### src/rtl/unidad_control_multiciclo_pkg.sv
// Shared encodings for the multicycle control unit: opcodes, ALU/PC selects,
// FSM states and the per-state control word decode.
package unidad_control_multiciclo_pkg;

    localparam logic [5:0] OP_R    = 6'b000000;
    localparam logic [5:0] OP_LW   = 6'b100011;
    localparam logic [5:0] OP_SW   = 6'b101011;
    localparam logic [5:0] OP_BEQ  = 6'b000100;
    localparam logic [5:0] OP_ADDI = 6'b001000;
    localparam logic [5:0] OP_J    = 6'b000010;

    localparam logic [2:0] ALUOP_ADD   = 3'b000;
    localparam logic [2:0] ALUOP_SUB   = 3'b001;
    localparam logic [2:0] ALUOP_FUNCT = 3'b010;

    localparam logic [1:0] PCSRC_ALU    = 2'b00;
    localparam logic [1:0] PCSRC_ALUOUT = 2'b01;
    localparam logic [1:0] PCSRC_JUMP   = 2'b10;

    typedef enum logic [3:0] {
        S_FETCH, S_DECODE, S_EXEC_R, S_WB_R, S_ADDR, S_MEM_RD,
        S_WB_MEM, S_MEM_WR, S_WB_I, S_BRANCH, S_JUMP
    } state_t;

    // fetch/branch/store mark states whose outputs are later qualified by inputs
    typedef struct packed {
        logic       fetch;
        logic       branch;
        logic       store;
        logic       pc_write;
        logic       iord;
        logic       mem_read;
        logic       mem_write;
        logic       mem_to_reg;
        logic       reg_write;
        logic       reg_dst;
        logic       alu_src_a;
        logic [1:0] alu_src_b;
        logic [2:0] alu_op;
        logic [1:0] pc_src;
        logic       done;
    } ctrl_t;

    function automatic ctrl_t decode_state(input state_t s);
        ctrl_t c;
        c = '0;
        case (s)
            S_FETCH:  begin c.fetch = 1'b1; c.mem_read = 1'b1; c.alu_src_b = 2'b01; c.alu_op = ALUOP_ADD; end
            S_DECODE: begin c.alu_src_b = 2'b11; c.alu_op = ALUOP_ADD; end
            S_EXEC_R: begin c.alu_src_a = 1'b1; c.alu_op = ALUOP_FUNCT; end
            S_WB_R:   begin c.reg_dst = 1'b1; c.reg_write = 1'b1; c.done = 1'b1; end
            S_ADDR:   begin c.alu_src_a = 1'b1; c.alu_src_b = 2'b10; c.alu_op = ALUOP_ADD; end
            S_MEM_RD: begin c.iord = 1'b1; c.mem_read = 1'b1; end
            S_WB_MEM: begin c.mem_to_reg = 1'b1; c.reg_write = 1'b1; c.done = 1'b1; end
            S_MEM_WR: begin c.store = 1'b1; c.iord = 1'b1; c.mem_write = 1'b1; end
            S_WB_I:   begin c.reg_write = 1'b1; c.done = 1'b1; end
            S_BRANCH: begin c.branch = 1'b1; c.alu_src_a = 1'b1; c.alu_op = ALUOP_SUB;
                            c.pc_src = PCSRC_ALUOUT; c.done = 1'b1; end
            S_JUMP:   begin c.pc_src = PCSRC_JUMP; c.pc_write = 1'b1; c.done = 1'b1; end
            default:  ;
        endcase
        return c;
    endfunction

endpackage

### src/rtl/unidad_control_multiciclo_mem_wait_timer.sv
// Memory wait counter: runs while a strobe waits, otherwise holds at zero.
module unidad_control_multiciclo_mem_wait_timer #(
    parameter int TIMEOUT_CYC = 16,
    parameter int CW          = 5
) (
    input  logic clk,
    input  logic rst_n,
    input  logic i_inc,
    output logic o_last
);

    logic [CW-1:0] r_count;

    always_ff @(posedge clk or negedge rst_n) begin
        if (!rst_n)     r_count <= '0;
        else if (i_inc) r_count <= r_count + CW'(1);
        else            r_count <= '0;
    end

    // Final permitted waiting cycle; missing MemReady here aborts the access.
    assign o_last = (r_count == CW'(TIMEOUT_CYC - 1));

endmodule

### src/rtl/unidad_control_multiciclo.sv
// Multicycle MIPS-style control unit: Moore FSM with registered control word,
// memory handshake with timeout, sticky Illegal/MemError flags.
module unidad_control_multiciclo
    import unidad_control_multiciclo_pkg::*;
#(
    parameter int TIMEOUT_CYC = 16
) (
    input  logic       clk,
    input  logic       rst_n,
    input  logic [5:0] OpCode,
    input  logic       Zero,
    input  logic       MemReady,
    output logic       PCWrite,
    output logic       IRWrite,
    output logic       IorD,
    output logic       MemRead,
    output logic       MemToWrite,
    output logic       MemToReg,
    output logic       RegWrite,
    output logic       RegDst,
    output logic       ALUSrcA,
    output logic [1:0] ALUSrcB,
    output logic [2:0] ALUOp,
    output logic [1:0] PCSrc,
    output logic       InstrDone,
    output logic       Illegal,
    output logic       MemError
);

    localparam int CW = ($clog2(TIMEOUT_CYC + 1) > 5) ? $clog2(TIMEOUT_CYC + 1) : 5;

    state_t r_state, w_next;
    ctrl_t  r_ctrl;
    logic   r_illegal, r_mem_error;
    logic   w_strobe, w_ready, w_last, w_expired, w_illegal_op;

    // MemReady only counts while a strobe is actually up, so it is ignored
    // outside the memory states and in the idle cycle right after reset.
    assign w_strobe  = r_ctrl.mem_read | r_ctrl.mem_write;
    assign w_ready   = w_strobe & MemReady;
    assign w_expired = w_strobe & w_last & ~MemReady;

    unidad_control_multiciclo_mem_wait_timer #(
        .TIMEOUT_CYC (TIMEOUT_CYC),
        .CW          (CW)
    ) u_mem_wait_timer (
        .clk    (clk),
        .rst_n  (rst_n),
        .i_inc  (w_strobe & ~MemReady & ~w_last),
        .o_last (w_last)
    );

    always_comb begin
        w_next       = r_state;
        w_illegal_op = 1'b0;
        case (r_state)
            S_FETCH:  if (w_ready) w_next = S_DECODE;
            S_DECODE: begin
                case (OpCode)
                    OP_R:                  w_next = S_EXEC_R;
                    OP_LW, OP_SW, OP_ADDI: w_next = S_ADDR;
                    OP_BEQ:                w_next = S_BRANCH;
                    OP_J:                  w_next = S_JUMP;
                    default: begin
                        w_next       = S_FETCH;
                        w_illegal_op = 1'b1;
                    end
                endcase
            end
            S_EXEC_R: w_next = S_WB_R;
            S_ADDR: begin
                case (OpCode)
                    OP_LW:   w_next = S_MEM_RD;
                    OP_SW:   w_next = S_MEM_WR;
                    default: w_next = S_WB_I;
                endcase
            end
            S_MEM_RD: begin
                if (w_ready)        w_next = S_WB_MEM;
                else if (w_expired) w_next = S_FETCH;
            end
            S_MEM_WR: if (w_ready || w_expired) w_next = S_FETCH;
            default:  w_next = S_FETCH;
        endcase
    end

    // Control word is decoded from the next state so outputs come straight off flops.
    always_ff @(posedge clk or negedge rst_n) begin
        if (!rst_n) begin
            r_state     <= S_FETCH;
            r_ctrl      <= '0;
            r_illegal   <= 1'b0;
            r_mem_error <= 1'b0;
        end else begin
            r_state <= w_next;
            r_ctrl  <= decode_state(w_next);
            if (w_illegal_op) r_illegal   <= 1'b1;
            if (w_expired)    r_mem_error <= 1'b1;
        end
    end

    assign IRWrite    = r_ctrl.fetch & w_ready;
    assign PCWrite    = (r_ctrl.fetch & w_ready) | r_ctrl.pc_write | (r_ctrl.branch & Zero);
    assign InstrDone  = r_ctrl.done | (r_ctrl.store & w_ready);
    assign IorD       = r_ctrl.iord;
    assign MemRead    = r_ctrl.mem_read;
    assign MemToWrite = r_ctrl.mem_write;
    assign MemToReg   = r_ctrl.mem_to_reg;
    assign RegWrite   = r_ctrl.reg_write;
    assign RegDst     = r_ctrl.reg_dst;
    assign ALUSrcA    = r_ctrl.alu_src_a;
    assign ALUSrcB    = r_ctrl.alu_src_b;
    assign ALUOp      = r_ctrl.alu_op;
    assign PCSrc      = r_ctrl.pc_src;
    assign Illegal    = r_illegal;
    assign MemError   = r_mem_error;

endmodule

### config.mk
export PLATFORM = sky130hd
export DESIGN_NAME = unidad_control_multiciclo
export DESIGN_NICKNAME = d
export VERILOG_FILES = /design/src/rtl/unidad_control_multiciclo_pkg.sv /design/src/rtl/unidad_control_multiciclo_mem_wait_timer.sv /design/src/rtl/unidad_control_multiciclo.sv
export SDC_FILE = /design/constraint.sdc
export NUM_CORES = 1
export LEC_CHECK = 0
export ABC_CLOCK_PERIOD_IN_PS = 1700
export BUFFER_PORTS_ARGS = -buffer_cell sky130_fd_sc_hd__buf_2
export CORE_UTILIZATION = 30
export CTS_CLUSTER_SIZE = 20
export DETAILED_ROUTE_END_ITERATION = 10
export PLACE_DENSITY = 0.52
export SLEW_MARGIN = 20
export SYNTH_ARGS = -nofsm -noshare
export SYNTH_HDL_FRONTEND = slang
export SYNTH_HIERARCHICAL = 1
export SYNTH_SLANG_ARGS = --single-unit
### constraint.sdc
create_clock -name clk -period 1.7 [get_ports clk]
set_input_delay 0.34 -clock clk [delete_from_list [all_inputs] [get_ports clk]]
set_output_delay 0.34 -clock clk [all_outputs]
set_load 0.02 [all_outputs]
==> results of run 1 <==
==> cell families after synthesis <==
group / count (synthesis)
fa+ha+maj: 3
xor+xnor: 2
buf+inv: 15
simple gates: 49
other cells: 1
compound gates: 18
flops: 26
mux: 1
==> worst min path at each step <==
stage	depth (start not counted)	slack [ns]	to
finish	1	0.07	RegWrite$_DFF_PN0_
global route	1	0.12	ALUSrcA$_DFF_PN0_
CTS	1	0.09	MemToReg$_DFF_PN0_
detailed placement	1	0.38	MemToReg$_DFF_PN0_
global placement	1	0.37	RegWrite$_DFF_PN0_
floorplan	0	0.04	ALUOp[0]$_DFF_PN0_
==> sequential cells by signal (all words and copies together) (netlist names) <==
| signal | flops |
|---|---|
| RegDst | 1 |
| ALUSrcB | 2 |
| Illegal | 1 |
| MemError | 1 |
| ALUSrcA | 1 |
| PCSrc | 1 |
| u_mem_wait_timer/r_count | 5 |
| MemToWrite | 1 |
| MemRead | 1 |
| ALUOp | 2 |
| RegWrite | 1 |
| IorD | 1 |
| r_state | 4 |
| r_ctrl | 3 |
| MemToReg | 1 |
==> power by group <==
group	internal, mW	switching [mW]	leakage (nW)	total [mW]
sequential	0.699	0.0550	0.340	0.754
clock	0.207	0.197	0.0288	0.404
combinational	0.363	0.392	0.556	0.755
==> cell usage in the layout (no fill, tap or decap), drive strengths merged, types with 2 or more instances in the layout <==
| cell type | instances |
|---|---|
| nand3 | 5 |
| and3 | 3 |
| nand2b | 2 |
| o311ai | 2 |
| xor2 | 2 |
| clkbuf | 4 |
| nand4b | 2 |
| a21oi | 3 |
| nand3b | 2 |
| o21ai | 4 |
| nor3 | 7 |
| nor2b | 3 |
| or4 | 2 |
| and2 | 4 |
| nand2 | 5 |
| a21o | 2 |
| ha | 2 |
| buf | 55 |
| nor4b | 3 |
| dfrtp | 26 |
| nor2 | 8 |
| inv | 6 |
==> metal layers <==
metal / GRT usage, % / share of wire [%] / up-vias
li1: - / - / 504
met1: 19.4 / 46 / 494
met2: 24.3 / 50 / 19
met3: 2.50 / 3.5 / 2
met4: 2.60 / 0.46 / 0
met5: 0 / 0 / -
==> critical path: cells and delay by family, from the launching register on <==
family | cells | cell delay (ns)
AND/OR/NAND/NOR | 3 | 0.45
flip-flops | 1 | 0.40
buffers and inverters | 1 | 0.16
adder cells (fa/ha/maj) | 2 | 0.35
AO/OA/AOI/OAI | 3 | 0.36
==> layout make-up <==
| cell class | instances | area [um2] | share of cell area (%) |
|---|---|---|---|
| Tap cell | 50 | 62.6 | 3.39 |
| Timing Repair Buffer | 55 | 364 | 19.7 |
| Inverter | 6 | 22.5 | 1.22 |
| Sequential cell | 26 | 652 | 35.3 |
| Multi-Input combinational cell | 74 | 691 | 37.4 |
| Clock buffer | 4 | 55.1 | 2.98 |
==> metrics by stage <==
| step | total power, mW | util [%] | instances |
|---|---|---|---|
| final | 1.91 | 45.2 | 215 |
| after global routing | 2.01 | 45.2 | 215 |
| after CTS | 1.86 | 43.3 | 210 |
| after detailed placement | 1.38 | 40.3 | 202 |
| after global placement | 1.38 | 40.3 | 202 |
| after floorplan | 1.16 | - | 115 |
==> Yosys cell counts (2+ instances only) <==
cell / instances / area share (%)
sky130_fd_sc_hd__buf_4: 8 / 4.6
sky130_fd_sc_hd__nor4b_2: 2 / 2.3
sky130_fd_sc_hd__a21oi_1: 2 / 0.77
sky130_fd_sc_hd__inv_1: 5 / 1.4
sky130_fd_sc_hd__nand3b_1: 2 / 1.2
sky130_fd_sc_hd__dfrtp_1: 26 / 50
sky130_fd_sc_hd__xor2_1: 2 / 1.3
sky130_fd_sc_hd__nand4b_1: 2 / 1.3
sky130_fd_sc_hd__nand3_2: 3 / 2.3
sky130_fd_sc_hd__or4_1: 2 / 1.2
sky130_fd_sc_hd__and3_4: 2 / 1.7
sky130_fd_sc_hd__nor3_1: 6 / 2.3
sky130_fd_sc_hd__and2_1: 4 / 1.9
sky130_fd_sc_hd__nand3_1: 2 / 0.77
sky130_fd_sc_hd__nor2_1: 8 / 2.3
sky130_fd_sc_hd__nor2b_1: 3 / 1.4
sky130_fd_sc_hd__a21o_1: 2 / 1.2
sky130_fd_sc_hd__ha_1: 2 / 1.9
sky130_fd_sc_hd__o21ai_0: 4 / 1.5
sky130_fd_sc_hd__nand2_1: 5 / 1.4
==> what timing repair did <==
| item | in CTS | in global routing |
|---|---|---|
| buffers inserted | 4 | 5 |
| resized for setup | 8 | 8 |
| pin swaps | 2 | 8 |
| endpoints found under the setup margin | 10 | 13 |
==> results.cfg, run 1 <==
[status]
outcome = finished with violations
failing_checks = negative setup slack

[placed_design]
pre_cts_ws_ns = -0.0956
gp_routability_congestion = 0.818
port_buffers = 27
dpl.hpwl_mm = 2.16
placement.cell_area_um2 = 1650

[global_routing]
globalRoute.totalOverflow = 0
grt_max_degree = 27
grt_pass1_vias = 1059
gr-usage-all-layers_pct = 14.4
global_route_wire_length_before_repair_mm = 4.92
antenna_found_initial = 0

[clock_tree]
clock_tree.root_cell = sky130_fd_sc_hd__clkbuf_8
clk_path_buf_depth = 2
numCtsBuffers = 3
clk_pin_slew_worst_paths_ns = 0.09
clock_sinks = 26
clock_latency_ns = 0.27
holdBufCountCts = 0
cts-htree-levels = 1
tritoncts_clock_tree = done

[layout]
syn_to_final_growth_pct = 41.8
diodes = 0
area_of_all_placed_cells_without_fillers_um2 = 1850
final.fill_count = 395
final_layout_size_suffix_gt1_share_pct = 55.8
design.final.nets = 178

[timing]
relSlewSlack_pct = 60.3
min_period_ns = 1.79
post-route-period-util_pct = 106
final_critical_path_setup_slack_ns = -0.0935
achievable-frequency_mhz = 558
slew_viols_final = 0
total_negative_setup_slacks_ns = -0.526
whs_ns = 0.0660
setup_repair_after_global_routing_missed_its_margin = true
final_clock_skew_ns = 0.00399
final-setup-viol-count = 9
worstMarginPinSlew_ns = 0.596
final_hold_violation_count = 0

[routing]
post_detailed_route_wirelength_per_cell_um = 13.3
antenna_left = 0
detailedRoute.firstPassIterationCount = 4
vias = 1019
drt_iter0_drc = 29
drc = 0
detailed_route_vias_per_instance = 4.74
route.final.wire_length_mm = 2.85

[worst_setup_path]
crit_path_start_kind = flip-flop
worstPathRequired_ns = 1.88
cp-endpoint = ALUOp[1]$_DFF_PN0_
worst_setup_path_startpoint = u_mem_wait_timer/r_count[0]$_DFF_PN0_
ff2ff_path_depth = 9
crit_path_cell_trace = ha_2, and3_4, ha_4, o22ai_4, nand3_4, o31ai_4, a221oi_4, buf_4, nor3_1
cpPeakStageDelay_ns = 0.40
worst-setup-path-type = flip-flop to flip-flop
destination_of_the_worst_register_to_register_timing_path = ALUOp[1]$_DFF_PN0_
setup.reg_to_reg.worst_slack_ns = -0.09
critical_path.max_fanout = 5
crit-reg2reg-launch = u_mem_wait_timer/r_count[0]$_DFF_PN0_
crit_path_end_kind = flip-flop
cp_slowest_cell = sky130_fd_sc_hd__dfrtp_1
arrival_ns = 1.98

[yosys]
synth.distinct_cells = 43
synth_flop_cell = sky130_fd_sc_hd__dfrtp_1
synth_seq_cells = 26
multiplexer_fraction_of_the_synthesized_cell_area_pct = 0.768
netlist_area_before_placement_um2 = 1300
synthAdderAreaFrac_pct = 2.69
synth-seq-area-share_pct = 50.0
yosysWarningCount = 6
share_of_flip_flops_with_an_asynchronous_set_or_reset_pct = 100
synthSimpleGateAreaFrac_pct = 25.7
synth.avg_cell_area_um2 = 11.3
post_synth_inst_count = 115
number_of_synthesized_flops_with_an_enable_pin = 0
synth-xor-area-share_pct = 1.34
main_combinational_cell_family_by_area_after_synthesis = simple AND/OR/NAND/NOR gates
synth.net_count = 127
synth_compound_gate_area_share_pct = 12.0

[floorplanning]
die-height_um = 67.9
chipWidth_um = 67.9
die_area_um2 = 4610
design.portCount = 29
cell_rows = 23
fp.coreArea_um2 = 4090
initial_core_util_pct = 31.9

[run]
cap_viol_max_count = 0

[pwr]
cellLeakagePower_nw = 0.925
irDropWorstVdd_v = 0.000520
power_density_nw_per_um2 = 1040

[worst_hold_path]
hold_class = input port to async pin
Note: power is estimated with default switching activity, not from simulation.
==> inputs of run 2 (changes only) <==
Settings changed: PLACE_DENSITY 0.52 to 0.51.
==> run 2 against run 1 <==
  * The flow still finishes with violations (negative setup slack)
  * Sequential power is essentially flat
  * Die area is the same
  * Clock power shrank 16%
  * Global-route usage shrank 0.13 points
  * Wire length grew 3.9%
  * Sequential share of layout area grew 0.61 points
  * Worst setup slack lost 0.033 ns
  * Combinational power shrank 2%
  * Critical path depth shrank 1
  * Clock skew is essentially flat
  * Critical endpoint is now ALUSrcA$_DFF_PN0_
  * Largest cell class unchanged
  * Highest routed layer unchanged
==> results.cfg, run 2 (synthesis gave the netlist of run 1 again) <==
[worst_setup_path]
worst-setup-path-type = flip-flop to flip-flop
critical_path.max_fanout = 6
crit_path_start_kind = flip-flop
worstPathRequired_ns = 1.87
crit_path_end_kind = flip-flop
arrival_ns = 2.00

[pwr]
irDropWorstVdd_v = 0.000517
power_mw = 1.83
power_density_nw_per_um2 = 1010
cellLeakagePower_nw = 0.920

[timing]
whs_ns = 0.0619
final-setup-viol-count = 8
setup_repair_after_global_routing_missed_its_margin = true
final_critical_path_setup_slack_ns = -0.126
total_negative_setup_slacks_ns = -0.394
relSlewSlack_pct = 61.5
achievable-frequency_mhz = 548
worstMarginPinSlew_ns = 0.578
final_clock_skew_ns = 0.00426
final_hold_violation_count = 0
slew_viols_final = 0
min_period_ns = 1.83
post-route-period-util_pct = 107

[routing]
route.final.wire_length_mm = 2.96
vias = 1042
drt_iter0_drc = 35
post_detailed_route_wirelength_per_cell_um = 13.8
antenna_left = 0
detailed_route_vias_per_instance = 4.85
detailedRoute.firstPassIterationCount = 4
drc = 0

[placed_design]
pre_cts_ws_ns = -0.0936
gp_routability_congestion = 0.825
port_buffers = 27
dpl.hpwl_mm = 2.17

[worst_hold_path]
hold_class = input port to async pin

[layout]
syn_to_final_growth_pct = 39.4
registers.top_by_ff_count = u_mem_wait_timer/r_count
final_layout_size_suffix_gt1_share_pct = 53.3
layout_top_registers = u_mem_wait_timer/r_count (5), r_state (4), r_ctrl (3)
design.final.nets = 179
largest_reg_flops = 5
diodes = 0
most_frequent_standard_cell_in_the_layout_excluding_fill_and_tap_cells = sky130_fd_sc_hd__buf_4
fin_util_pct = 44.4
final.fill_count = 393
mostFrequentLayoutCells = sky130_fd_sc_hd__buf_4, sky130_fd_sc_hd__buf_2, sky130_fd_sc_hd__dfrtp_1, sky130_fd_sc_hd__nor2_1

[clock_tree]
holdBufCountCts = 0
cts-htree-levels = 1
clock_tree.root_cell = sky130_fd_sc_hd__clkbuf_8
clock_latency_ns = 0.26
clk_path_buf_depth = 2
numCtsBuffers = 3
clock_sinks = 26
tritoncts_clock_tree = done
clk_pin_slew_worst_paths_ns = 0.09

[floorplanning]
chipWidth_um = 67.9
die_area_um2 = 4610
die-height_um = 67.9
design.portCount = 29
fp.coreArea_um2 = 4090
cell_rows = 23
initial_core_util_pct = 31.9

[status]
failing_checks = negative setup slack
outcome = finished with violations

[run]
cap_viol_max_count = 0

[global_routing]
globalRoute.totalOverflow = 0
antenna_found_initial = 0
gr-usage-all-layers_pct = 14.2
grt_pass1_vias = 1053
global_route_wire_length_before_repair_mm = 4.83
grt_max_degree = 27
run 2: cell count changes in the layout (fill, tap and decap cells not counted), moves of 2 or more:
cell,change
sky130_fd_sc_hd__buf_4,+2
sky130_fd_sc_hd__nor2_1,+2
sky130_fd_sc_hd__nor2_2,-2
sky130_fd_sc_hd__nor3_1,+2
sky130_fd_sc_hd__nor3_2,-2
run 2: critical path, cell delays in order, from the launching register on:
cell and delay (ns):
sky130_fd_sc_hd__dfrtp_1 0.36, sky130_fd_sc_hd__ha_2 0.18, sky130_fd_sc_hd__and3_4 0.18, sky130_fd_sc_hd__ha_4 0.14
sky130_fd_sc_hd__o22ai_4 0.08, sky130_fd_sc_hd__buf_4 0.15, sky130_fd_sc_hd__a21oi_4 0.14, sky130_fd_sc_hd__nand3_2 0.18
sky130_fd_sc_hd__o311ai_4 0.32
run 2: final timing paths:
kind | start | endpoint | slack (ns) | depth (start not counted)
min in group clk | OpCode[3] | r_state[1]$_DFF_PN0_ | 0.45 | 3
worst min register to register | MemError$_DFFE_PN0P_ | MemError$_DFFE_PN0P_ | 0.47 | 1
worst min-delay path | rst_n | RegWrite$_DFF_PN0_ | 0.06 | 1
worst max-delay path | u_mem_wait_timer/r_count[0]$_DFF_PN0_ | ALUSrcA$_DFF_PN0_ | -0.13 | 8
worst max register to register | u_mem_wait_timer/r_count[0]$_DFF_PN0_ | ALUSrcA$_DFF_PN0_ | -0.13 | 8
max in group asynchronous | rst_n | MemToWrite$_DFF_PN0_ | 1.22 | 1
run 2: cell type report:
cell class                      count  area, um2  area share, %
Clock buffer                        3       41.3           2.27
Inverter                            6       22.5           1.24
Timing Repair Buffer               56        359           19.8
Sequential cell                    26        652           35.9
Tap cell                           50       62.6           3.45
Multi-Input combinational cell     74        678           37.4
run 2: timing repair:
action                                  CTS  global route
pin swaps                                 4             9
resized for setup                         4             7
buffers inserted                          4             5
endpoints found under the setup margin    9            11
run 2: stage by stage:
stage | area (um2) | std cells
finish | 1820 | 215
global route | 1820 | 215
CTS | 1740 | 210
detailed placement | 1650 | 203
global placement | 1650 | 203
floorplan | 1380 | 115
run 2: routing by layer:
metal	vias to the layer above	GRT usage [%]	part of all wire (%)
li1	507	-	-
met3	4	4.00	5.3
met2	23	24.3	50
met1	508	17.8	44
met4	0	3.39	0.64
met5	-	0	0
run 2: power breakdown:
group	leakage, nW	internal (mW)	switching [mW]
registers	0.340	0.699	0.0557
logic	0.559	0.355	0.383
clock network	0.0216	0.158	0.181
